### src/rtl/mandel_frame_sequencer_if.sv
// Engine-side and framebuffer-side bus of the Mandelbrot frame sequencer.
// master = sequencer, slave = engines plus framebuffer write port.
interface mandel_frame_sequencer_if #(
  parameter int BITWIDTH = 11,
  parameter int CTRWIDTH = 7,
  parameter int OUTWIDTH = 4,
  parameter int LANES    = 2
);
  logic [CTRWIDTH-1:0]       max_ctr;
  logic [LANES-1:0]          lane_run;
  logic [LANES*BITWIDTH-1:0] lane_cr;
  logic [LANES*BITWIDTH-1:0] lane_ci;
  logic [LANES-1:0]          lane_running;
  logic [LANES*OUTWIDTH-1:0] lane_ctr;
  logic                      fb_rst_ptr;
  logic [OUTWIDTH-1:0]       fb_data;
  logic                      fb_valid;
  logic                      fb_ready;

  modport master (
    output max_ctr, lane_run, lane_cr, lane_ci, fb_rst_ptr, fb_data, fb_valid,
    input  lane_running, lane_ctr, fb_ready
  );

  modport slave (
    input  max_ctr, lane_run, lane_cr, lane_ci, fb_rst_ptr, fb_data, fb_valid,
    output lane_running, lane_ctr, fb_ready
  );
endinterface

### src/rtl/mandel_frame_sequencer.sv
// Raster-order frame walker: batches pixels onto LANES engines, streams results in order.
// States: IDLE -> RSTPTR -> ISSUE <-> COLLECT -> DONE -> IDLE (abort returns to IDLE).
module mandel_frame_sequencer #(
  parameter int BITWIDTH = 11,
  parameter int CTRWIDTH = 7,
  parameter int OUTWIDTH = 4,
  parameter int LANES    = 2,
  parameter int H_PIXELS = 80,
  parameter int V_PIXELS = 60
) (
  input  logic clk,
  input  logic reset,
  input  logic cfg_shift_en,
  input  logic cfg_data,
  input  logic start,
  input  logic abort,
  output logic busy,
  output logic done,
  mandel_frame_sequencer_if.master bus
);
  localparam int CFG_LEN = CTRWIDTH + 3*BITWIDTH;
  localparam int IW = (LANES > 1) ? $clog2(LANES) : 1;
  localparam int XW = (H_PIXELS > 1) ? $clog2(H_PIXELS) : 1;
  localparam int YW = (V_PIXELS > 1) ? $clog2(V_PIXELS) : 1;

  localparam logic [2:0] S_IDLE    = 3'd0,
                         S_RSTPTR  = 3'd1,
                         S_ISSUE   = 3'd2,
                         S_COLLECT = 3'd3,
                         S_DONE    = 3'd4;

  logic [2:0]          state;
  logic [CFG_LEN-1:0]  cfg;
  logic [CTRWIDTH-1:0] max_q;
  logic [BITWIDTH-1:0] step_q, cr0_q, ci0_q;
  logic [XW-1:0]       x, nx;
  logic [YW-1:0]       y, ny;
  logic [BITWIDTH-1:0] cr, ci, ncr, nci;
  logic                more, nmore;
  logic [BITWIDTH-1:0] hold_cr [LANES];
  logic [BITWIDTH-1:0] hold_ci [LANES];
  logic [BITWIDTH-1:0] slot_cr [LANES];
  logic [BITWIDTH-1:0] slot_ci [LANES];
  logic [OUTWIDTH-1:0] result  [LANES];
  logic [LANES-1:0]    pending, captured, prev_running, slot_en;
  logic [IW-1:0]       emit_idx, last_idx, slot_last;
  logic                issuing, accept, emit_last;

  // Walk up to LANES pixels ahead of the current position to build the next batch.
  always_comb begin
    nx        = x;
    ny        = y;
    ncr       = cr;
    nci       = ci;
    nmore     = 1'b1;
    slot_en   = '0;
    slot_last = '0;
    for (int i = 0; i < LANES; i++) begin
      slot_cr[i] = ncr;
      slot_ci[i] = nci;
      if (nmore) begin
        slot_en[i] = 1'b1;
        slot_last  = IW'(i);
        if (nx == XW'(H_PIXELS-1)) begin
          nmore = (ny != YW'(V_PIXELS-1));
          nx    = '0;
          ny    = ny + 1'b1;
          ncr   = cr0_q;
          nci   = nci + step_q;
        end else begin
          nx  = nx + 1'b1;
          ncr = ncr + step_q;
        end
      end
    end
  end

  assign issuing        = (state == S_ISSUE);
  assign done           = (state == S_DONE);
  assign bus.fb_rst_ptr = (state == S_RSTPTR);
  assign bus.max_ctr    = max_q;
  assign bus.lane_run   = issuing ? slot_en : '0;
  assign bus.fb_valid   = (state == S_COLLECT) && captured[emit_idx];
  assign bus.fb_data    = result[emit_idx];
  assign accept         = bus.fb_valid && bus.fb_ready;
  assign emit_last      = (emit_idx == last_idx);

  for (genvar g = 0; g < LANES; g++) begin : g_lane
    assign bus.lane_cr[g*BITWIDTH +: BITWIDTH] = (issuing && slot_en[g]) ? slot_cr[g] : hold_cr[g];
    assign bus.lane_ci[g*BITWIDTH +: BITWIDTH] = (issuing && slot_en[g]) ? slot_ci[g] : hold_ci[g];
  end

  always_ff @(posedge clk or posedge reset) begin
    if (reset) begin
      state        <= S_IDLE;
      cfg          <= '0;
      max_q        <= '0;
      step_q       <= '0;
      cr0_q        <= '0;
      ci0_q        <= '0;
      x            <= '0;
      y            <= '0;
      cr           <= '0;
      ci           <= '0;
      more         <= 1'b0;
      busy         <= 1'b0;
      pending      <= '0;
      captured     <= '0;
      prev_running <= '0;
      emit_idx     <= '0;
      last_idx     <= '0;
      for (int i = 0; i < LANES; i++) begin
        hold_cr[i] <= '0;
        hold_ci[i] <= '0;
        result[i]  <= '0;
      end
    end else begin
      prev_running <= bus.lane_running;
      if (cfg_shift_en)
        cfg <= {cfg[CFG_LEN-2:0], cfg_data};
      // Falling edge of an engine's running flag latches its result until emitted.
      for (int i = 0; i < LANES; i++) begin
        if (pending[i] && prev_running[i] && !bus.lane_running[i]) begin
          result[i]   <= bus.lane_ctr[i*OUTWIDTH +: OUTWIDTH];
          captured[i] <= 1'b1;
          pending[i]  <= 1'b0;
        end
      end
      if (abort && state != S_IDLE) begin
        state    <= S_IDLE;
        busy     <= 1'b0;
        pending  <= '0;
        captured <= '0;
        emit_idx <= '0;
      end else begin
        case (state)
          S_IDLE: begin
            if (start) begin
              {max_q, step_q, ci0_q, cr0_q} <= cfg;
              busy  <= 1'b1;
              state <= S_RSTPTR;
            end
          end
          S_RSTPTR: begin
            x     <= '0;
            y     <= '0;
            cr    <= cr0_q;
            ci    <= ci0_q;
            state <= S_ISSUE;
          end
          S_ISSUE: begin
            x        <= nx;
            y        <= ny;
            cr       <= ncr;
            ci       <= nci;
            more     <= nmore;
            last_idx <= slot_last;
            emit_idx <= '0;
            pending  <= slot_en;
            for (int i = 0; i < LANES; i++) begin
              if (slot_en[i]) begin
                hold_cr[i] <= slot_cr[i];
                hold_ci[i] <= slot_ci[i];
              end
            end
            state <= S_COLLECT;
          end
          S_COLLECT: begin
            if (accept) begin
              captured[emit_idx] <= 1'b0;
              if (emit_last) begin
                emit_idx <= '0;
                state    <= more ? S_ISSUE : S_DONE;
              end else begin
                emit_idx <= emit_idx + 1'b1;
              end
            end
          end
          S_DONE: begin
            busy  <= 1'b0;
            state <= S_IDLE;
          end
          default: state <= S_IDLE;
        endcase
      end
    end
  end
endmodule

### src/flat_wrapper.sv
// flat-port wrapper written by rule: the top's interface ports become plain ports
module mandel_frame_sequencer_flat 
#(
  parameter int BITWIDTH = 11,
  parameter int CTRWIDTH = 7,
  parameter int OUTWIDTH = 4,
  parameter int LANES    = 2,
  parameter int H_PIXELS = 80,
  parameter int V_PIXELS = 60
)
  (clk, reset, cfg_shift_en, cfg_data, start, abort, busy, done, bus_max_ctr, bus_lane_run, bus_lane_cr, bus_lane_ci, bus_fb_rst_ptr, bus_fb_data, bus_fb_valid, bus_lane_running, bus_lane_ctr, bus_fb_ready);
  mandel_frame_sequencer_if #(.BITWIDTH(BITWIDTH), .CTRWIDTH(CTRWIDTH), .OUTWIDTH(OUTWIDTH), .LANES(LANES)) bus_i ();
  input  logic clk;
  input  logic reset;
  input  logic cfg_shift_en;
  input  logic cfg_data;
  input  logic start;
  input  logic abort;
  output logic busy;
  output logic done;
  output wire logic [$bits(bus_i.max_ctr)-1:0] bus_max_ctr;
  output wire logic [$bits(bus_i.lane_run)-1:0] bus_lane_run;
  output wire logic [$bits(bus_i.lane_cr)-1:0] bus_lane_cr;
  output wire logic [$bits(bus_i.lane_ci)-1:0] bus_lane_ci;
  output wire logic [$bits(bus_i.fb_rst_ptr)-1:0] bus_fb_rst_ptr;
  output wire logic [$bits(bus_i.fb_data)-1:0] bus_fb_data;
  output wire logic [$bits(bus_i.fb_valid)-1:0] bus_fb_valid;
  input wire logic [$bits(bus_i.lane_running)-1:0] bus_lane_running;
  input wire logic [$bits(bus_i.lane_ctr)-1:0] bus_lane_ctr;
  input wire logic [$bits(bus_i.fb_ready)-1:0] bus_fb_ready;
  assign bus_max_ctr = bus_i.max_ctr;
  assign bus_lane_run = bus_i.lane_run;
  assign bus_lane_cr = bus_i.lane_cr;
  assign bus_lane_ci = bus_i.lane_ci;
  assign bus_fb_rst_ptr = bus_i.fb_rst_ptr;
  assign bus_fb_data = bus_i.fb_data;
  assign bus_fb_valid = bus_i.fb_valid;
  assign bus_i.lane_running = bus_lane_running;
  assign bus_i.lane_ctr = bus_lane_ctr;
  assign bus_i.fb_ready = bus_fb_ready;
  mandel_frame_sequencer #(.BITWIDTH(BITWIDTH), .CTRWIDTH(CTRWIDTH), .OUTWIDTH(OUTWIDTH), .LANES(LANES), .H_PIXELS(H_PIXELS), .V_PIXELS(V_PIXELS)) u_core (.clk(clk), .reset(reset), .cfg_shift_en(cfg_shift_en), .cfg_data(cfg_data), .start(start), .abort(abort), .busy(busy), .done(done), .bus(bus_i));
endmodule
### config.mk
export PLATFORM = sky130hd
export DESIGN_NAME = mandel_frame_sequencer_flat
export DESIGN_NICKNAME = d
export VERILOG_FILES = /design/src/rtl/mandel_frame_sequencer_if.sv /design/src/rtl/mandel_frame_sequencer.sv /design/src/flat_wrapper.sv
export SDC_FILE = /design/constraint.sdc
export NUM_CORES = 1
export LEC_CHECK = 0
export BUFFER_PORTS_ARGS = -buffer_cell sky130_fd_sc_hd__buf_2
export CORE_MARGIN = 2
export CORE_UTILIZATION = 60
export CTS_CLUSTER_SIZE = 30
export DETAILED_ROUTE_END_ITERATION = 12
export PLACE_DENSITY = 0.8
export SETUP_SLACK_MARGIN = 0.1
export SLEW_MARGIN = 10
export SYNTH_ARGS = -nofsm -noshare
export SYNTH_HDL_FRONTEND = slang
export SYNTH_SLANG_ARGS = --single-unit
### constraint.sdc
create_clock -name clk -period 7 [get_ports clk]
set_input_delay 0.35 -clock clk [delete_from_list [all_inputs] [get_ports clk]]
set_output_delay 0.35 -clock clk [all_outputs]
set_load 0.1 [all_outputs]
; ---- Yosys cells after proc, flatten, opt, wreduce, memory -nomap -nowiden
; Index checks and enable logic that the tools add are counted.
[op_classes]
addsub = 9
magnitude_cmp = 3
eq_ne = 12
n_mux = 54
bitwise = 4
reduce_logical = 25
[ops]
columns = op, n
row1 = $mux W11, 10
row2 = $add A11 B11 Y11, 4
row3 = $pmux W11 S2, 2
row4 = $mux W7, 3
row5 = $mux W6, 3
row6 = $mux W1, 16
row7 = $mux W3, 5
row8 = $reduce_bool A3 Y1, 5
row9 = $add A7 B1 Y7 const B, 2
row10 = $eq A7 B7 Y1 const B, 2
row11 = $pmux W7 S2, 1
row12 = $add A6 B1 Y6 const B, 2
row13 = $mux W2, 6
row14 = $mux W4, 3
row15 = $ne A6 B6 Y1 const B, 2
row16 = $pmux W3 S4, 1
row17 = $pmux W6 S2, 1
row18 = $logic_and A1 B1 Y1, 9
row19 = $ne A3 B2 Y1 const B, 3
row20 = $reduce_and A3 Y1, 3
row21 = $reduce_and A2 Y1, 4
row22 = $eq A3 B2 Y1 const B, 2
row23 = $pmux W1 S2, 2
row24 = $eq A3 B1 Y1 const B, 1
row25 = other kinds (14), 15
[totals]
ff_bits = 180
inputBits = 17
output_inout_bits = 61
word_cells = 131

; ---- Logic depth before layout (Yosys ltp)
[depth]
word_depth = 9
depth_mapped = 18
depth_no_buf = 18

; ---- Least setup slack after synthesis
; No wires, ideal clock.
[synth_path]
path_type = register to output
from = register u_core.step_q[0]
to = output bus_lane_cr[21]
arrival_ns = 4.261
t_required_ns = 6.650
setup_slack_ns = 2.389
path_stages_with_launch = 11
n_path_buf = 0
cell_sequence = dfrtp_1 ha_1 inv_1 fa_1 nor2b_1 o31a_1 o2111a_1 o21ai_0 a21o_1 and3_1 o31ai_1
[synth_between]
elab_chain_cells = 3
[synth_lines]
columns = item, line
row1 = "start, declared", mandel_frame_sequencer.sv:35  ; logic [BITWIDTH-1:0] step_q, cr0_q, ci0_q;
row2 = "start signal, assigned", mandel_frame_sequencer.sv:139  ; {max_q, step_q, ci0_q, cr0_q} <= cfg;
row3 = $add A11 B11 Y11, mandel_frame_sequencer.sv:72  ; ncr = ncr + step_q;
row4 = $mux W11, mandel_frame_sequencer.sv:64  ; if (nx == XW'(H_PIXELS-1)) begin
row5 = $mux W11, mandel_frame_sequencer.sv:89  ; assign bus.lane_cr[g*BITWIDTH +: BITWIDTH] = (issuing && slot_en[g]) ? slot_cr[g] : hold_cr[g];
row6 = "end, declared", flat_wrapper.sv:23  ; output wire logic [$bits(bus_i.lane_cr)-1:0] bus_lane_cr;
; Every way passes these cells.

; ---- Final worst setup path
[layout_path]
from = register u_core.x[0]
to = output bus_lane_cr[18]
[layout_between]
elab_chain_cells = 5
word_cells_on_any_way = 6
classes_between = 1 x eq/ne / 4 x mux / 1 x reduce/logical
[layout_lines]
columns = item, line
row1 = "start, declared", mandel_frame_sequencer.sv:36  ; logic [XW-1:0] x, nx;
row2 = "start signal, assigned", mandel_frame_sequencer.sv:152  ; x <= nx;
row3 = $eq A7 B7 Y1 (*), mandel_frame_sequencer.sv:64
row4 = $mux W1, mandel_frame_sequencer.sv:64
row5 = $mux W1, mandel_frame_sequencer.sv:61  ; if (nmore) begin
row6 = $logic_and A1 B1 Y1, mandel_frame_sequencer.sv:89
row7 = $mux W11 (*), mandel_frame_sequencer.sv:89
; Mark *: on every way between the ends. The rest lies on a longest branch, timed or not.

==> flow_summary.yaml <==
routing:
  drtIter0Drc: 685
  ant_nets: 0
  dr.pass1.iters: 7
  vias: 8254
  wl_um: 25860
  wire_per_inst_um: 18.86
  via_per_inst: 6.020
  drcViolationCount: 0
clocking:
  cts-root-buf: "clkbuf_16"
  cts_hold_buf: 0
  cts_made_buffers: 17
  numClockSinks: 180
  ctsResizeCount: 0
  cts_tree: "done"
  clkTransAtPathRegs_ns: 0.07
  ctsHtreeMaxLevel: 4
  clock_latency_ns: 0.44
  clockBufferDepth: 2
  cts_setup_buffers: 0
layout:
  final_common_cell: "nand2_1"
  diodes: 0
  fill_cells: 1297
  drive_above_1_share_pct: 19.90
  multiInputGateArea_um2: 5295
  regArea_um2: 4504
  layout_common_cells: "234 x nand2_1, 180 x dfrtp_1, 94 x mux2_2"
  layout.nets: 1207
  synthToLayoutAreaGrowth_pct: 10.30
synth:
  ys_seq_area_share_pct: 44.07
  syn_nets: 1158
  netlist_area_um2: 10220
  synth_cell_types: 66
  synth_cells: 1090
  ys.flop_type: "dfrtp_1"
  synth_area_per_cell_um2: 9.376
  synth-edff-count: 0
  async_flop_share_pct: 100.0
  synth-seq-cells: 180
  synth_warnings: 0
placement:
  portBuffers: 77
  dp_hpwl_um: 17290
  place.gp.congestion: 0.9586
floorplanning:
  die_area_um2: 18090
  fp.dieW_um: 134.5
  num_rows: 47
  core_um2: 16640
  die_y_um: 134.5
  ios: 78
  start_util_pct: 61.41
setup_path:
  cp.required_ns: 6.65
  startpoint: "u_core.x[0]"
  path_common_cell: "buf_4"
  critPathKind: "reg -> out"
  crit_chain: "ha_1 > nand3_2 > nor3_4 > buf_4 > a21o_1 > buf_4 > inv_1 > mux2_2 > buf_2"
  path_buf_inv: 4
  arrival_ns: 4.19
  start_kind: "register"
  cp-end-kind: "output pin"
  crit_fanout: 29
  critPathMaxStageDelay_ns: 0.74
  crit_family: "buffers and inverters"
  reg2reg_from: "u_core.x[0]"
  cp_slowest_cell: "nor3_4"
sta:
  tightest_slew_ns: 1.066
  finalCritPeriodShare_pct: 64.80
  fin_crit_ns: 4.536
  setup_viol: 0
  rsz0062_at_grt: "false"
  max_slew_margin_pct: 28.96
  drv_slew: 0
  max_freq_ghz: 0.2205
  hold_violations: 0
  fin_setup_tns_ns: 0
  fin_skew_ns: 0.01279
global_routing:
  track_usage_pct: 29.80
  grt_pass1_wl_um: 41810
  grt_pass1_vias: 8205
  grt_start_max_net_pins: 97
  grt_overflow_total: 0
  antenna_found_initial: 0
flow_run:
  drv_cap: 0
worst_hold_path:
  min_path_type: "in -> reg"
  min-delay-start: "bus_lane_running[0]"
outcome:
  status: "complete, no violations"
## stage by stage
stage | instance area, um2 | hold WS [ns] | util, % | worst slack, ns | std cells
after floorplan | 10220 | 0.3814 | - | 1.763 | 1090
after global placement | 10730 | 0.4569 | 64.45 | 2.908 | 1340
after detailed placement | 10730 | 0.4618 | 64.45 | 2.803 | 1340
after CTS | 11270 | 0.01776 | 67.73 | 2.461 | 1371
after global routing | 11270 | 0.01627 | 67.73 | 2.169 | 1371
final | 11270 | 0.03052 | 67.73 | 2.464 | 1371
## Yosys cell counts (all sizes together), types with 12 or more instances
| master | instances | area [um2] |
|---|---|---|
| nor3 | 17 | 90.09 |
| a31oi | 15 | 93.84 |
| buf | 26 | 138.9 |
| xnor2 | 21 | 183.9 |
| and3 | 12 | 75.07 |
| ha | 47 | 588.1 |
| a21o | 16 | 120.1 |
| dfrtp | 180 | 4504 |
| clkbuf | 33 | 123.9 |
| o21ai | 95 | 475.5 |
| a21oi | 51 | 255.2 |
| xor2 | 13 | 113.9 |
| inv | 44 | 165.2 |
| nor2 | 45 | 171.4 |
| nand2 | 235 | 882.1 |
| mux2i | 13 | 130.1 |
| mux2 | 94 | 1059 |
## path summary, 6_finish.rpt
check | end | slack [ns] | depth (start not counted)
setup / recovery | bus_lane_cr[18] | 2.46 | 9
hold / removal | u_core.prev_running[0] | 0.03 | 1
setup reg to reg | u_core.cr[7] | 2.71 | 14
hold reg to reg | u_core.hold_ci[20] | 0.48 | 2
max in group asynchronous | u_core.hold_cr[21] | 5.31 | 3
min in group asynchronous | u_core.result[7] | 0.06 | 2
## layer usage
layer | track usage (%) | share of wire, %
met1 | 38.53 | 42
met2 | 48.70 | 48
met3 | 5.443 | 6.1
met5 | 0 | 0
met4 | 14.62 | 4.3
## worst reg2reg max path: cells and delay by family (launching register included)
family / cells / cell delay (ns)
compound gates: 7 / 1.75
buf+inv: 2 / 0.45
fa+ha+maj: 2 / 0.59
simple gates: 3 / 0.93
flops: 1 / 0.44
## kinds of logic (layout without fill, tap and decap cells)
kind of cell / after synthesis / count (layout) / synth area share, %
and+or+nand+nor: 365 / 365 / 15.48
AOI/OAI and AO/OA: 249 / 249 / 15.13
DFF: 180 / 180 / 44.07
muxes: 107 / 107 / 11.63
buffers and inverters: 104 / 165 / 4.236
adders and majority gates: 51 / 51 / 6.538
xor gates and xnor gates: 34 / 34 / 2.914
## registers in the layout (all words and copies together), names as in the netlist
| register | cells |
|---|---|
| u_core.cfg | 40 |
| u_core.hold_ci | 22 |
| u_core.hold_cr | 22 |
| u_core.ci0_q | 11 |
| u_core.ci | 11 |
| u_core.cr0_q | 11 |
| u_core.cr | 11 |
| u_core.step_q | 11 |
| u_core.result | 8 |
| u_core.bus.max_ctr | 7 |
| u_core.x | 7 |
| u_core.y | 6 |
| u_core.state | 3 |
| u_core.captured | 2 |
| u_core.pending | 2 |
| u_core.prev_running | 2 |
| u_core.busy | 1 |
| u_core.emit_idx | 1 |
| u_core.last_idx | 1 |
| u_core.more | 1 |
## cell type report
cell class | instances | share of cell area, %
Timing Repair Buffer | 89 | 4.218
Inverter | 45 | 1.554
Clock inverter | 12 | 1.010
Multi-Input combinational cell | 806 | 46.98
Tap cell | 220 | 2.442
Sequential cell | 180 | 39.96
Clock buffer | 19 | 3.841
Power is left out: the tool's default activity adds up to more than one toggle a clock period on the data nets, which glitch-free logic cannot reach.
